===== config.mk =====
export PLATFORM = sky130hd
export DESIGN_NAME = seg_display_arbiter_flat
export DESIGN_NICKNAME = d
export VERILOG_FILES = /design/src/rtl/seg_display_if.sv /design/src/rtl/seg_display_arbiter.sv /design/src/flat_wrapper.sv
export SDC_FILE = /design/constraint.sdc
export NUM_CORES = 1
export LEC_CHECK = 0
export CORE_MARGIN = 3
export CORE_UTILIZATION = 51
export DETAILED_ROUTE_END_ITERATION = 10
export MAX_ROUTING_LAYER = met4
export PLACE_DENSITY = 0.87
export RECOVER_POWER = 50
export SLEW_MARGIN = 0
export SYNTH_ARGS = -nofsm -noshare
export SYNTH_HDL_FRONTEND = slang
export SYNTH_SLANG_ARGS = --single-unit
export TNS_END_PERCENT = 20

===== constraint.sdc =====
create_clock -name clk -period 4.8 [get_ports clk]
set_clock_uncertainty 0.15 [all_clocks]
set_input_delay 0.96 -clock clk [delete_from_list [all_inputs] [get_ports clk]]
set_output_delay 0.96 -clock clk [all_outputs]
set_load 0.01 [all_outputs]

===== src/rtl/seg_display_if.sv =====
// seg_display_if
//   Bundles the request/grant bus of seg_display_arbiter.
//   Signals:
//     req[3:0]        per-source display request (level)
//     data0..data3    candidate 16-bit display words, one per source
//     gnt[3:0]        one-hot grant, all-zero when nobody holds the display
//     src_id[1:0]     current or most recent grantee
//     disp_data[15:0] registered word for the 4-digit hex display driver
//     busy            high while a grant is held
//     scan_tick       one-cycle digit-advance pulse for the display driver
//   Modports: master = request side (sources), slave = arbiter.
interface seg_display_if;
  logic [3:0]  req;
  logic [15:0] data0;
  logic [15:0] data1;
  logic [15:0] data2;
  logic [15:0] data3;
  logic [3:0]  gnt;
  logic [1:0]  src_id;
  logic [15:0] disp_data;
  logic        busy;
  logic        scan_tick;

  modport master (
    output req, data0, data1, data2, data3,
    input  gnt, src_id, disp_data, busy, scan_tick
  );

  modport slave (
    input  req, data0, data1, data2, data3,
    output gnt, src_id, disp_data, busy, scan_tick
  );
endinterface


===== src/rtl/seg_display_arbiter.sv =====
// seg_display_arbiter
//   Round-robin arbiter that lets one of four sources own a 4-digit hex
//   display for at most DWELL cycles, plus a free-running scan prescaler.
//   Ports:
//     clk    sole clock, rising edge
//     rst_n  asynchronous active-low reset; deassertion is expected to be
//            synchronous to clk (synchronised upstream)
//     bus    seg_display_if.slave (req, data0..3 in; gnt, src_id,
//            disp_data, busy, scan_tick out)
//   Parameters:
//     PRESCALE  scan_tick period in clk cycles (2..65535)
//     DWELL     maximum grant length in clk cycles (2..2^20)
//   Optional feature:
//     SEG_PREEMPT_EN  when defined, a request from source 0 preempts any
//                     other holder and source 0 wins the next arbitration.
module seg_display_arbiter #(
  parameter int unsigned PRESCALE = 16,
  parameter int unsigned DWELL    = 1024
) (
  input  logic         clk,
  input  logic         rst_n,
  seg_display_if.slave bus
);

  localparam int unsigned PS_W = (PRESCALE > 1) ? $clog2(PRESCALE) : 1;
  localparam int unsigned DW_W = (DWELL > 1) ? $clog2(DWELL) : 1;
  localparam logic [PS_W-1:0] PS_LAST = PS_W'(PRESCALE - 1);
  localparam logic [DW_W-1:0] DW_LOAD = DW_W'(DWELL - 1);

  typedef enum logic [1:0] {
    IDLE    = 2'd0,
    HOLD    = 2'd1,
    RELEASE = 2'd2
  } state_t;

  function automatic logic [15:0] pick_word(
    input logic [1:0]  idx,
    input logic [15:0] d0,
    input logic [15:0] d1,
    input logic [15:0] d2,
    input logic [15:0] d3
  );
    case (idx)
      2'd0:    pick_word = d0;
      2'd1:    pick_word = d1;
      2'd2:    pick_word = d2;
      default: pick_word = d3;
    endcase
  endfunction

  // Prescaler: free-running, unrelated to arbitration.
  logic [PS_W-1:0] ps_cnt;
  logic            scan_tick_q;

  always_ff @(posedge clk or negedge rst_n) begin
    if (!rst_n) begin
      ps_cnt      <= '0;
      scan_tick_q <= 1'b0;
    end else begin
      scan_tick_q <= (ps_cnt == PS_LAST);
      ps_cnt      <= (ps_cnt == PS_LAST) ? '0 : ps_cnt + 1'b1;
    end
  end

  state_t          state, state_nxt;
  logic [3:0]      gnt_q, gnt_nxt;
  logic [1:0]      src_q, src_nxt;
  logic [1:0]      last_q, last_nxt;
  logic [15:0]     disp_q, disp_nxt;
  logic [DW_W-1:0] dwell_q, dwell_nxt;
  logic [1:0]      rr_win;
  logic [1:0]      win;
`ifdef SEG_PREEMPT_EN
  logic            pre_q, pre_nxt;
`endif

  // Round-robin search starting one past the last grantee. Scanning the
  // offsets downwards lets the nearest requester overwrite farther ones.
  always_comb begin
    rr_win = last_q;
    for (int k = 4; k >= 1; k--) begin
      if (bus.req[last_q + k[1:0]]) begin
        rr_win = last_q + k[1:0];
      end
    end
  end

  always_ff @(posedge clk or negedge rst_n) begin
    if (!rst_n) begin
      state   <= IDLE;
      gnt_q   <= '0;
      src_q   <= '0;
      last_q  <= 2'd3;
      disp_q  <= '0;
      dwell_q <= '0;
`ifdef SEG_PREEMPT_EN
      pre_q   <= 1'b0;
`endif
    end else begin
      state   <= state_nxt;
      gnt_q   <= gnt_nxt;
      src_q   <= src_nxt;
      last_q  <= last_nxt;
      disp_q  <= disp_nxt;
      dwell_q <= dwell_nxt;
`ifdef SEG_PREEMPT_EN
      pre_q   <= pre_nxt;
`endif
    end
  end

  always_comb begin
    state_nxt = state;
    gnt_nxt   = gnt_q;
    src_nxt   = src_q;
    last_nxt  = last_q;
    disp_nxt  = disp_q;
    dwell_nxt = dwell_q;
    win       = rr_win;
`ifdef SEG_PREEMPT_EN
    pre_nxt   = pre_q;
    // A preempted holder hands the display straight to source 0, as long
    // as source 0 is still asking for it.
    if (pre_q && bus.req[0]) begin
      win = 2'd0;
    end
`endif

    unique case (state)
      IDLE: begin
        if (|bus.req) begin
          state_nxt = HOLD;
          gnt_nxt   = 4'b0001 << win;
          src_nxt   = win;
          last_nxt  = win;
          disp_nxt  = pick_word(win, bus.data0, bus.data1, bus.data2, bus.data3);
          dwell_nxt = DW_LOAD;
`ifdef SEG_PREEMPT_EN
          pre_nxt   = 1'b0;
`endif
        end
      end
      HOLD: begin
        // Live view of the holder's word, one cycle behind the source.
        disp_nxt = pick_word(src_q, bus.data0, bus.data1, bus.data2, bus.data3);
        if (dwell_q != '0) begin
          dwell_nxt = dwell_q - 1'b1;
        end
        if (dwell_q == '0 || !bus.req[src_q]) begin
          state_nxt = RELEASE;
          gnt_nxt   = '0;
        end
`ifdef SEG_PREEMPT_EN
        if (src_q != 2'd0 && bus.req[0]) begin
          state_nxt = RELEASE;
          gnt_nxt   = '0;
          pre_nxt   = 1'b1;
        end
`endif
      end
      RELEASE: begin
        state_nxt = IDLE;
      end
      default: begin
        state_nxt = IDLE;
        gnt_nxt   = '0;
      end
    endcase
  end

  assign bus.gnt       = gnt_q;
  assign bus.src_id    = src_q;
  assign bus.disp_data = disp_q;
  assign bus.busy      = |gnt_q;
  assign bus.scan_tick = scan_tick_q;

endmodule


===== src/flat_wrapper.sv =====
// flat-port wrapper written by rule: the top's interface ports become plain ports
module seg_display_arbiter_flat 
#(
  parameter int unsigned PRESCALE = 16,
  parameter int unsigned DWELL    = 1024
)
  (clk, rst_n, bus_req, bus_data0, bus_data1, bus_data2, bus_data3, bus_gnt, bus_src_id, bus_disp_data, bus_busy, bus_scan_tick);
  seg_display_if bus_i ();
  input  logic clk;
  input  logic rst_n;
  input wire logic [$bits(bus_i.req)-1:0] bus_req;
  input wire logic [$bits(bus_i.data0)-1:0] bus_data0;
  input wire logic [$bits(bus_i.data1)-1:0] bus_data1;
  input wire logic [$bits(bus_i.data2)-1:0] bus_data2;
  input wire logic [$bits(bus_i.data3)-1:0] bus_data3;
  output wire logic [$bits(bus_i.gnt)-1:0] bus_gnt;
  output wire logic [$bits(bus_i.src_id)-1:0] bus_src_id;
  output wire logic [$bits(bus_i.disp_data)-1:0] bus_disp_data;
  output wire logic [$bits(bus_i.busy)-1:0] bus_busy;
  output wire logic [$bits(bus_i.scan_tick)-1:0] bus_scan_tick;
  assign bus_i.req = bus_req;
  assign bus_i.data0 = bus_data0;
  assign bus_i.data1 = bus_data1;
  assign bus_i.data2 = bus_data2;
  assign bus_i.data3 = bus_data3;
  assign bus_gnt = bus_i.gnt;
  assign bus_src_id = bus_i.src_id;
  assign bus_disp_data = bus_i.disp_data;
  assign bus_busy = bus_i.busy;
  assign bus_scan_tick = bus_i.scan_tick;
  seg_display_arbiter #(.PRESCALE(PRESCALE), .DWELL(DWELL)) u_core (.clk(clk), .rst_n(rst_n), .bus(bus_i));
endmodule

### Word-level counts from Yosys, hierarchy flattened

Index checks and enable logic that the tools add are counted.

* register bits: 41
* latch bits: 0
* memory bits (writable): 0
* bits in read-only memories: 0
* input bits: 70
* word-level logic and storage cells: 69
* memories: 0

* add/subtract/negate cells: 5
* multiply operators: 0
* div/mod/pow operators: 0
* order comparisons: 4
* equality and inequality tests: 10
* shift-type cells: 1
* mux-type cells: 25
* bitwise gates (word level): 1
* reduce and logical (&&, ||, !) cells: 15

Operator list (count)
* $pmux W16 S3: 2
* $pmux W16 S2: 1
* $mux W10: 2
* $pmux W10 S2: 1
* $mux W16: 1
* $lt A2 B3 Y1 const B: 4
* $mux W4: 3
* $pmux W4 S3: 1
* $logic_not A10 Y1: 1
* $mux W2: 5
* $reduce_bool A10 Y1: 1
* $sub A10 B1 Y10 const B: 1
* $bmux W1 S2: 4
* $reduce_or A4 Y1: 2
* $eq A2 B1 Y1 const B: 3
* $eq A2 B2 Y1 const B: 3
* $logic_not A2 Y1: 3
* $ne A2 B1 Y1 const B: 3
* $reduce_and A2 Y1: 3
* $reduce_and A3 Y1: 2
* $add A2 B2 Y2 const B: 2
* $add A4 B1 Y4 const B: 1
* $eq A4 B4 Y1 const B: 1
* $mux W1: 4
* other kinds (7): 7

### Longest topological paths before layout

* depth in word-level cells: 10
* gate-level depth with buffers: 9
* gate-level depth less buffers: 8

### Worst setup path after synthesis

OpenSTA, ideal clock, no wires.

* path type: input to register
* from: in bus_req[1]
* to: reg u_core.disp_q[14] (netlist: u_core.bus.disp_data[14])
* library setup time: 141 ps
* arrival time: 2190 ps
* required time: 4509 ps
* setup slack: 2319 ps
* cell stages on the path: 8
* buffers on the path: 2
* path through: buf_2 -> inv_2 -> o21a_1 -> o221ai_2 -> buf_6 -> mux2_1 -> nand3_1 -> a31oi_1

* cells in the longest elaborated chain, start to end: 9

RTL lines
* start: declaration: RTL line flat_wrapper.sv:11 `input wire logic [$bits(bus_i.req)-1:0] bus_req;`
* $bmux W1 S2: RTL line seg_display_arbiter.sv:82 `if (bus.req[last_q + k[1:0]]) begin`
* $mux W1 (not written as such): RTL line seg_display_arbiter.sv:82
* $mux W2 (3 in a row): RTL line seg_display_arbiter.sv:82
* $eq A2 B2 Y1 (tied with other cells): RTL line seg_display_arbiter.sv:43 `case (idx)`
* $pmux W16 S3: RTL line seg_display_arbiter.sv:43
* $mux W16: RTL line seg_display_arbiter.sv:131 `if (|bus.req) begin`
* $pmux W16 S2: RTL line seg_display_arbiter.sv:129 `unique case (state)`
* end signal: assignment: RTL line seg_display_arbiter.sv:104 `disp_q <= disp_nxt;`
* end: declaration: RTL line seg_display_arbiter.sv:69 `logic [15:0] disp_q, disp_nxt;`

Parallel ways exist; a longest one is shown, timed or not. The select of a mux whose other input is x is not followed.
A chain may end at the register's enable or synchronous reset.

### Final worst setup path

* from: in bus_req[3]
* to: reg u_core.disp_q[7] (netlist: u_core.bus.disp_data[7])

Same word-level chain as after synthesis.

==> impl_metrics.json <==
{
  "status": "finished with violations",
  "violations": "max-capacitance violations, max-slew violations",
  "fmax_mhz": 315,
  "setup_tns_ns": 0,
  "drv_cap": 1,
  "p_comb_share_pct": 61.6,
  "drt_first_iter_violations": 207,
  "fin_cells": 444,
  "cts_tree": "yes",
  "grt_max_degree": 42,
  "place_congestion": 0.832,
  "yosysSeqAreaShare_pct": 34.6,
  "reg2reg_from": "u_core.state[1]",
  "synthCells": 287,
  "grt_overflow": 0,
  "post_cts_buffers": 0,
  "hp-start": "u_core.dwell_q[0]",
  "ir_drop_v": 0.000397,
  "finalSetupViolCount": 0,
  "synth_seq_cells": 41,
  "insertion_delay_ns": 0.30,
  "cts-root-buf": "clkbuf_8",
  "cp_max_fo": 18,
  "layout_common_cells": "clkdlybuf4s50_1, dfrtp_1, nand2_1, nor2_1, mux4_2",
  "grt_pass1_wl_um": 14300,
  "synth_cell_types": 53,
  "p_leak_nw": 1.59,
  "wire_per_inst_um": 20.1,
  "path_clk_slew_ns": 0.08,
  "fp.dieH_um": 82.3,
  "syn-num-nets": 360,
  "tightest_slew_ns": 2.31,
  "vias": 2800,
  "track_usage_pct": 28.7,
  "core_mm2": 0.00557,
  "layout.nets": 444,
  "pwr-share-clk_pct": 12.8,
  "ios": 94,
  "r2r_end": "u_core.dwell_q[7]",
  "firstDrtPassIters": 5,
  "power_density_mw_per_mm2": 553,
  "n_antenna_cell": 0,
  "rsz0062_at_grt": "false",
  "nFillCells": 437,
  "ys.flop_type": "dfrtp_1",
  "cp.required_ns": 4.80,
  "synth_area_leaders": "dfrtp_1, mux4_2, mux2_2",
  "critical_path_class": "input port to register",
  "startpoint_type": "input port",
  "synth_edf_count": 0,
  "drc_errors": 0,
  "slew_violations": 42,
  "cts_resized": 0,
  "hold_path.class": "register to register",
  "endpoint_kind": "register",
  "hpwl_um": 6470,
  "rr_worst_depth": 6,
  "antenna_left": 0,
  "synth_top_area_share_pct": 32.9,
  "hold_depth": 1,
  "placedInstanceArea_mm2": 0.00392,
  "slowest_stage": "o21ai_2",
  "path_cells": "dlygate4sd3_1 > nand2b_4 > a22oi_1 > o21ai_2 > mux2_2 > nand2_1 > a41oi_1",
  "clock-sinks": 41,
  "antenna_found_initial": 0,
  "async_flop_share_pct": 100,
  "period_needed_ns": 3.18,
  "cts_buffers": 5,
  "dp.cells": 436,
  "r2r_setup_slack_ns": 2.17,
  "h-tree-depth": 2,
  "start_util_pct": 53.3,
  "die_area_mm2": 0.00677,
  "internal_power_mw": 1.30,
  "pwr-share-seq_pct": 25.7,
  "final_area_mm2": 0.00403,
  "port_buffers": 93,
  "drive_gt1_share_pct": 18.5,
  "clockBufferDepth": 2,
  "syn_to_final_growth_pct": 35.6,
  "first_global_vias": 2886,
  "die_x_um": 82.3,
  "netlist_area_mm2": 0.00297,
  "cts_hold_buf": 0,
  "wl_um": 8940,
  "crit_arrival_ns": 3.18,
  "synth_warnings": 0,
  "min_to": "u_core.dwell_q[0]",
  "mostFrequentLayoutCell": "clkdlybuf4s50_1",
  "synth_top_cell_by_area": "dfrtp_1",
  "avgSynthCellArea_um2": 10.3,
  "rows": 27,
  "avgViaCountPerCell": 6.31,
  "sw_frac_of_total_pct": 41.6,
  "finalHoldViolCount": 0,
  "multi_input_area_mm2": 0.00180,
  "netSwitchingPower_mw": 0.927,
  "regArea_mm2": 0.00103,
  "max_slew_margin_pct": -53.7,
  "hold_slack_ns": 0.341,
  "cpPeakStageDelay_ns": 0.77,
  "finalCritPeriodShare_pct": 66.1
}
==> final cells by class <==
| class | count | area share [%] |
|---|---|---|
| Clock buffer | 6 | 1.80 |
| Clock inverter | 2 | 0.963 |
| Inverter | 9 | 0.839 |
| Multi-Input combinational cell | 216 | 44.7 |
| Sequential cell | 41 | 25.5 |
| Tap cell | 72 | 2.24 |
| Timing Repair Buffer | 98 | 23.9 |
==> layer usage <==
| layer | global-route usage [%] | part of all wire (%) |
|---|---|---|
| met4 | 12.5 | 3.1 |
| met3 | 4.01 | 7.0 |
| met1 | 34.5 | 39 |
| met5 | - | 0 |
| met2 | 48.2 | 51 |
==> cell usage after synthesis, types with 2 or more instances <==
master     count
a41oi_1       12
o21ai_0        3
mux2_1         2
nand3_1        8
a221oi_2      10
nor2_1        26
a2bb2oi_1      5
nor2_2         2
nor3_1         5
inv_1          7
ha_1           3
clkbuf_1       7
a21oi_1        9
o31ai_1        3
mux2_2        14
buf_6          3
inv_2          2
mux2i_1        4
nor4_1         2
mux4_2        17
xnor2_1        4
dfrtp_1       39
a21o_1         2
dfstp_2        2
and3_1        15
a31oi_1        7
buf_2          7
nand2_1       36
nand2b_1       3
buf_4          2
a221oi_1       2
a22o_1         3
==> critical path: cells and delay by family <==
kind / cells / cell delay [ns]
buffers and inverters: 1 / 0.65
and+or+nand+nor: 2 / 0.18
AOI/OAI and AO/OA: 3 / 0.96
muxes: 1 / 0.42
==> power by group through the flow <==
stage	registers [mW]	logic, mW	clock network (mW)
2_1_floorplan	0.584	0.911	0
3_3_place_gp	0.569	1.34	0
3_5_place_dp	0.577	1.38	0
4_1_cts	0.571	1.38	0.290
5_1_grt	0.584	1.49	0.306
6_report	0.572	1.37	0.284
==> how the worst max path moves through the flow <==
| stage | endpoint | slack (ns) | start | depth (start not counted) |
|---|---|---|---|---|
| final | u_core.bus.disp_data[7] | 1.62 | bus_req[3] | 7 |
| after CTS | u_core.bus.disp_data[11] | 1.69 | bus_req[1] | 7 |
| after detailed placement | u_core.bus.disp_data[9] | 1.37 | bus_req[1] | 6 |
| after global routing | u_core.bus.disp_data[15] | 1.47 | bus_req[3] | 7 |
| after global placement | u_core.bus.disp_data[1] | 1.40 | bus_req[1] | 6 |
| after floorplan | u_core.bus.disp_data[14] | 2.32 | bus_req[1] | 8 |
==> sequential cells by signal, summed over array words and instances, names as in the netlist <==
name and cells:
u_core.dwell_q 10, u_core.bus.scan_tick 1, u_core.bus.gnt 4, u_core.ps_cnt 4, u_core.state 2, u_core.bus.disp_data 16
u_core.last_q 2, u_core.bus.src_id 2
==> logic make-up (layout without fill, tap and decap cells) <==
family / Yosys count / after routing / share of synthesized area (%)
flops: 41 / 41 / 34.6
mux: 37 / 37 / 20.3
compound gates: 64 / 64 / 19.0
xor+xnor: 5 / 5 / 1.47
buf+inv: 30 / 115 / 5.14
simple gates: 107 / 107 / 18.1
fa+ha+maj: 3 / 3 / 1.26
==> per-stage QoR <==
step	setup WS [ns]	power (mW)	util (%)
detailed placement	1.37	1.95	70.3
global route	1.47	2.38	72.2
CTS	1.69	2.24	72.3
global placement	1.40	1.91	70.3
floorplan	2.32	1.49	-
finish	1.62	2.23	72.2
Power figures use the tool's default switching activity.
